===== config.mk =====
export PLATFORM = sky130hd
export DESIGN_NAME = vscale_dmem_arbiter
export DESIGN_NICKNAME = d
export VERILOG_FILES = /design/src/rtl/vscale_dmem_arbiter_pkg.sv /design/src/rtl/vscale_rr_picker.sv /design/src/rtl/vscale_dmem_arbiter.sv
export SDC_FILE = /design/constraint.sdc
export NUM_CORES = 1
export LEC_CHECK = 0
export ABC_CLOCK_PERIOD_IN_PS = 4700
export CAP_MARGIN = 20
export CORE_AREA = 5 5 161 163
export CTS_BUF_LIST = sky130_fd_sc_hd__clkbuf_16
export DETAILED_ROUTE_END_ITERATION = 6
export DIE_AREA = 0 0 166 168
export GPL_ROUTABILITY_DRIVEN = 0
export HOLD_SLACK_MARGIN = 0.1
export PLACE_DENSITY = 0.55
export SLEW_MARGIN = 20
export SYNTH_ARGS = -nofsm -noshare
export SYNTH_HDL_FRONTEND = slang
export SYNTH_SLANG_ARGS = --single-unit

===== constraint.sdc =====
create_clock -name clk -period 4.7 [get_ports clk]
set_clock_uncertainty 0.2 [all_clocks]
set_input_delay 0.47 -clock clk [delete_from_list [all_inputs] [get_ports clk]]
set_output_delay 0.47 -clock clk [all_outputs]
set_load 0.05 [all_outputs]

===== src/rtl/vscale_dmem_arbiter_pkg.sv =====
// Shared constants for the multi-core data-memory arbiter (stands in for vscale_arb_constants.vh).
// Memory widths match the single-core vscale build.
package vscale_dmem_arbiter_pkg;

    localparam int XPR_LEN            = 32;
    localparam int MEM_TYPE_WIDTH     = 3;
    localparam int ARB_CORE_IDX_WIDTH = 2;
    localparam int ARB_MAX_CORES      = 4;

    // Successor of a core index, wrapping at the number of populated cores.
    function automatic int next_core(input int idx, input int n);
        return (idx + 1 >= n) ? 0 : idx + 1;
    endfunction

endpackage


===== src/rtl/vscale_rr_picker.sv =====
// Rotating priority picker: first asserted request at or after `start`, wrapping.
// Produces a one-hot grant, its index, and an any-request flag.
module vscale_rr_picker #(
    parameter int NUM_CORES      = 4,
    parameter int CORE_IDX_WIDTH = 2
) (
    input  logic [NUM_CORES-1:0]      req,
    input  logic [CORE_IDX_WIDTH-1:0] start,
    output logic [NUM_CORES-1:0]      grant,
    output logic [CORE_IDX_WIDTH-1:0] idx,
    output logic                      any
);

    int                        c;
    logic [CORE_IDX_WIDTH-1:0] ci;

    always_comb begin
        grant = '0;
        idx   = '0;
        any   = 1'b0;
        c     = 0;
        ci    = '0;
        for (int k = 0; k < NUM_CORES; k++) begin
            c  = (int'(start) + k) % NUM_CORES;
            ci = CORE_IDX_WIDTH'(c);
            if (!any && req[ci]) begin
                any       = 1'b1;
                grant[ci] = 1'b1;
                idx       = ci;
            end
        end
    end

endmodule


===== src/rtl/vscale_dmem_arbiter.sv =====
// Shares one data-memory port among NUM_CORES vscale pipelines; grants in DX, routes WB data.
// Define VSCALE_DMEM_ARB_RR_EN for round-robin; otherwise fixed priority (lowest index wins).
module vscale_dmem_arbiter
    import vscale_dmem_arbiter_pkg::*;
#(
    parameter int NUM_CORES      = 4,
    parameter int CORE_IDX_WIDTH = ARB_CORE_IDX_WIDTH
) (
    input  logic                                clk,
    input  logic                                reset,
    input  logic [NUM_CORES-1:0]                core_dmem_en,
    input  logic [NUM_CORES-1:0]                core_dmem_wen,
    input  logic [NUM_CORES*MEM_TYPE_WIDTH-1:0] core_dmem_size,
    input  logic [NUM_CORES*XPR_LEN-1:0]        core_dmem_addr,
    input  logic [NUM_CORES*XPR_LEN-1:0]        core_dmem_wdata,
    output logic [NUM_CORES-1:0]                core_dmem_wait,
    output logic [XPR_LEN-1:0]                  core_dmem_rdata,
    output logic [NUM_CORES-1:0]                core_dmem_badmem_e,
    output logic                                mem_en,
    output logic                                mem_wen,
    output logic [MEM_TYPE_WIDTH-1:0]           mem_size,
    output logic [XPR_LEN-1:0]                  mem_addr,
    output logic [XPR_LEN-1:0]                  mem_wdata,
    input  logic [XPR_LEN-1:0]                  mem_rdata,
    input  logic                                mem_wait,
    input  logic                                mem_badmem_e,
    output logic [CORE_IDX_WIDTH-1:0]           grant_idx
);

    logic [MEM_TYPE_WIDTH-1:0] size_a  [NUM_CORES];
    logic [XPR_LEN-1:0]        addr_a  [NUM_CORES];
    logic [XPR_LEN-1:0]        wdata_a [NUM_CORES];

    for (genvar i = 0; i < NUM_CORES; i++) begin : g_unpack
        assign size_a[i]  = core_dmem_size[i*MEM_TYPE_WIDTH +: MEM_TYPE_WIDTH];
        assign addr_a[i]  = core_dmem_addr[i*XPR_LEN +: XPR_LEN];
        assign wdata_a[i] = core_dmem_wdata[i*XPR_LEN +: XPR_LEN];
    end

    logic [NUM_CORES-1:0]      grant_oh;
    logic [CORE_IDX_WIDTH-1:0] win;
    logic [CORE_IDX_WIDTH-1:0] start;
    logic                      any_req;

    logic                      dp_valid_q;
    logic                      dp_wen_q;
    logic [CORE_IDX_WIDTH-1:0] dp_owner_q;

`ifdef VSCALE_DMEM_ARB_RR_EN
    logic [CORE_IDX_WIDTH-1:0] rr_ptr_q;
    logic                      accept;

    assign accept = any_req & ~mem_wait;

    always_ff @(posedge clk) begin
        if (!reset)
            rr_ptr_q <= '0;
        else if (accept)
            rr_ptr_q <= CORE_IDX_WIDTH'(next_core(int'(win), NUM_CORES));
    end

    assign start = rr_ptr_q;
`else
    assign start = '0;
`endif

    vscale_rr_picker #(
        .NUM_CORES     (NUM_CORES),
        .CORE_IDX_WIDTH(CORE_IDX_WIDTH)
    ) picker (
        .req  (core_dmem_en),
        .start(start),
        .grant(grant_oh),
        .idx  (win),
        .any  (any_req)
    );

    // Address phase: purely combinational from the requests.
    always_comb begin
        mem_en         = 1'b0;
        mem_wen        = 1'b0;
        mem_size       = '0;
        mem_addr       = '0;
        grant_idx      = '0;
        core_dmem_wait = '1;
        if (reset) begin
            grant_idx      = win;
            core_dmem_wait = {NUM_CORES{mem_wait}} | (core_dmem_en & ~grant_oh);
            if (any_req) begin
                mem_en   = 1'b1;
                mem_wen  = core_dmem_wen[win];
                mem_size = size_a[win];
                mem_addr = addr_a[win];
            end
        end
    end

    // Data-phase ownership advances only when memory accepts the current phase.
    always_ff @(posedge clk) begin
        if (!reset) begin
            dp_valid_q <= 1'b0;
            dp_owner_q <= '0;
            dp_wen_q   <= 1'b0;
        end else if (!mem_wait) begin
            dp_valid_q <= any_req;
            dp_owner_q <= win;
            dp_wen_q   <= mem_wen;
        end
    end

    always_comb begin
        mem_wdata          = '0;
        core_dmem_badmem_e = '0;
        if (dp_valid_q && dp_wen_q)
            mem_wdata = wdata_a[dp_owner_q];
        if (reset && dp_valid_q)
            core_dmem_badmem_e[dp_owner_q] = mem_badmem_e;
    end

    assign core_dmem_rdata = mem_rdata;

endmodule


==> metrics.yaml <==
cts:
  clk_latency_ps: 220
  cts_setup_buffers: 0
  htree_num_levels: 1
  clockBufferDepth: 2
  cts_resized: 0
  cts_tree: "done"
  holdBufCountCts: 0
  clock-sinks: 4
  clk_pin_slew_ps: 30
  cts_made_buffers: 3
  root_buffer: "clkbuf_16"
yosys:
  yosysWarnings: 0
  async_flop_share_pct: 0
  seq_area_frac_synth_pct: 2.67
  syn-cell-area_um2: 2990
  syn-num-nets: 716
  ys_ff_latch: 4
  synth_ff_type: "dfxtp_1"
  synth.distinct_cells: 34
  synth_top_area_share_pct: 24.1
  synth_cells: 404
  synth.avg_cell_area_um2: 7.41
  synth-edff-count: 0
  synthTopCellsByArea: "mux4_2, nand2_1, nand3b_1, a21o_1, buf_4"
  yosys.area.top_type: "mux4_2"
pwr:
  power_frac_seq_pct: 6.5
  max-vdd-ir-drop_mv: 0.103
  p_sw_share_pct: 38.2
  p_leak_uw: 0.00236
  pwr-share-comb_pct: 76.5
  p_per_area_nw_per_um2: 117
  p_switching_uw: 296
  internal-power_uw: 478
  p_clk_share_pct: 17.1
placement:
  port_buffers: 358
  post-dp-hpwl_um: 16000
setup_path:
  endpoint_kind: "primary output"
  start_kind: "primary input"
  crit_type: "primary input to primary output"
  reg2reg_depth: 3
  crit_arrival_ps: 3040
  crit_path_max_fanout: 24
  rrSetupSlack_ps: 2880
  required_ps: 4030
route:
  first_pass_iters: 4
  drt-total-wl_um: 19500
  detail-route-antenna-nets: 0
  drc: 0
  wl_per_cell_um: 19.0
  via_per_inst: 4.22
  dr.first_iter.drc_count: 195
  num_vias: 4329
global_route:
  track_usage_pct: 13.0
  antenna_found_initial: 1
  grt_pass1_vias: 4654
  grt_pass1_wl_um: 28800
  grt_overflow: 0
  grt_max_degree: 38
final_layout:
  area_growth_syn_to_layout_pct: 122
  fillCellCount: 2598
  drive_gt1_share_pct: 9.84
  nets: 1015
floorplan:
  ios: 423
  die_w_um: 166
  rows: 57
  die_h_um: 168
  core_area_um2: 24200
  dieArea_um2: 27900
  initial_core_util_pct: 12.4
status:
  status: "finished clean"
worst_hold_path:
  min_path_cells: 2
  worst_hold_path_type: "flip-flop to flip-flop"
sta:
  fin_tns_setup_ps: 0
  fmax_ghz: 0.270
  relSlewSlack_pct: 31.1
  setup_viol_count_final: 0
  finalCriticalPeriod_ps: 3710
  finalCritPeriodShare_pct: 78.8
  drv_slew: 0
  rsz0062_at_grt: "no"
  finalHoldViolCount: 0
  worst_pin_slew_ps: 1030
  hold_ws_ps: 428
run:
  max_cap_violations: 0
sequential cells by signal, indices dropped and copies added, names as in the netlist:
register / flops
dp_valid_q: 1
dp_wen_q: 1
dp_owner_q: 2
cells by family after synthesis:
| family | synth area share, % |
|---|---|
| AO/OA/AOI/OAI | 24.6 |
| AND/OR/NAND/NOR | 30.5 |
| multiplexers | 24.4 |
| buffers and inverters | 17.8 |
| flip-flops | 2.67 |
power groups by stage:
stage / Combinational [uW] / Clock (uW) / Sequential (uW)
finish: 592 / 132 / 49.9
global route: 628 / 137 / 52.1
CTS: 598 / 134 / 51.0
detailed placement: 594 / 0 / 51.4
global placement: 593 / 0 / 51.8
floorplan: 346 / 0 / 37.9
path summary, 6_finish.rpt:
| path | from | to |
|---|---|---|
| worst max-delay path | core_dmem_en[1] | mem_addr[27] |
| worst min-delay path | dp_valid_q$_SDFFE_PN0N_ | dp_valid_q$_SDFFE_PN0N_ |
| worst max register to register | dp_owner_q[1]$_SDFFE_PN0N_ | dp_owner_q[1]$_SDFFE_PN0N_ |
| worst min register to register | dp_valid_q$_SDFFE_PN0N_ | dp_valid_q$_SDFFE_PN0N_ |
final cells by class:
| type | count | area [um2] | area share (%) |
|---|---|---|---|
| antenna | 1 | 2.50 | 0.0377 |
| clock buffer | 3 | 75.1 | 1.13 |
| inverter | 5 | 18.8 | 0.283 |
| multi-input combinational | 318 | 2390 | 36.0 |
| sequential | 4 | 81.3 | 1.22 |
| tap | 324 | 405 | 6.11 |
| timing repair buffer | 371 | 3670 | 55.2 |
cell usage after synthesis (2+ instances only):
library cell / number
buf_2: 12
nor2b_1: 2
nand2_1: 82
buf_6: 6
a21o_1: 35
nand3b_1: 36
nor2_1: 5
clkbuf_1: 21
buf_4: 35
o21ai_1: 5
inv_1: 4
mux4_2: 32
and3_1: 35
a31oi_1: 36
buf_8: 3
a21oi_1: 3
dfxtp_1: 4
o21ai_0: 32
layer usage:
layer	share of wire [%]	vias to the layer above	track usage (%)
met1	39	2001	14.8
met3	8.1	18	3.89
met5	0	-	0
met2	51	249	24.2
met4	1.9	0	2.44
li1	-	2061	-
critical path: stages:
cell,delay [ps]
clkdlybuf4s50_1,390
buf_4,170
or2_1,430
buf_4,330
a21o_1,190
a31oi_1,180
clkdlybuf4s50_1,840
cell usage in the layout (no fill, tap or decap), types with 2 or more instances in the layout:
cell type / netlist / layout
clkbuf_16: 0 / 3
o21ai_0: 32 / 32
and3_1: 35 / 35
a21oi_1: 3 / 3
mux4_2: 32 / 32
nor2_1: 5 / 5
a31oi_1: 36 / 36
nand2_1: 82 / 82
dfxtp_1: 4 / 3
buf_12: 0 / 2
o21ai_1: 5 / 5
inv_1: 4 / 4
nand3b_1: 36 / 36
clkdlybuf4s50_1: 0 / 345
a21o_1: 35 / 35
buf_2: 12 / 2
buf_4: 35 / 22
through the flow:
| step | cells | total power, uW | utilization [%] | instance area (um2) | worst slack, ps |
|---|---|---|---|---|---|
| 5_1_grt | 1026 | 817 | 27.5 | 6640 | 820 |
| 2_1_floorplan | 404 | 384 | - | 2990 | 1880 |
| 3_3_place_gp | 1022 | 644 | 27.1 | 6560 | 998 |
| 3_5_place_dp | 1022 | 646 | 27.1 | 6560 | 950 |
| 4_1_cts | 1025 | 783 | 27.5 | 6640 | 934 |
| 6_report | 1026 | 774 | 27.5 | 6640 | 994 |
No activity file was read; power rests on OpenSTA's default activity.
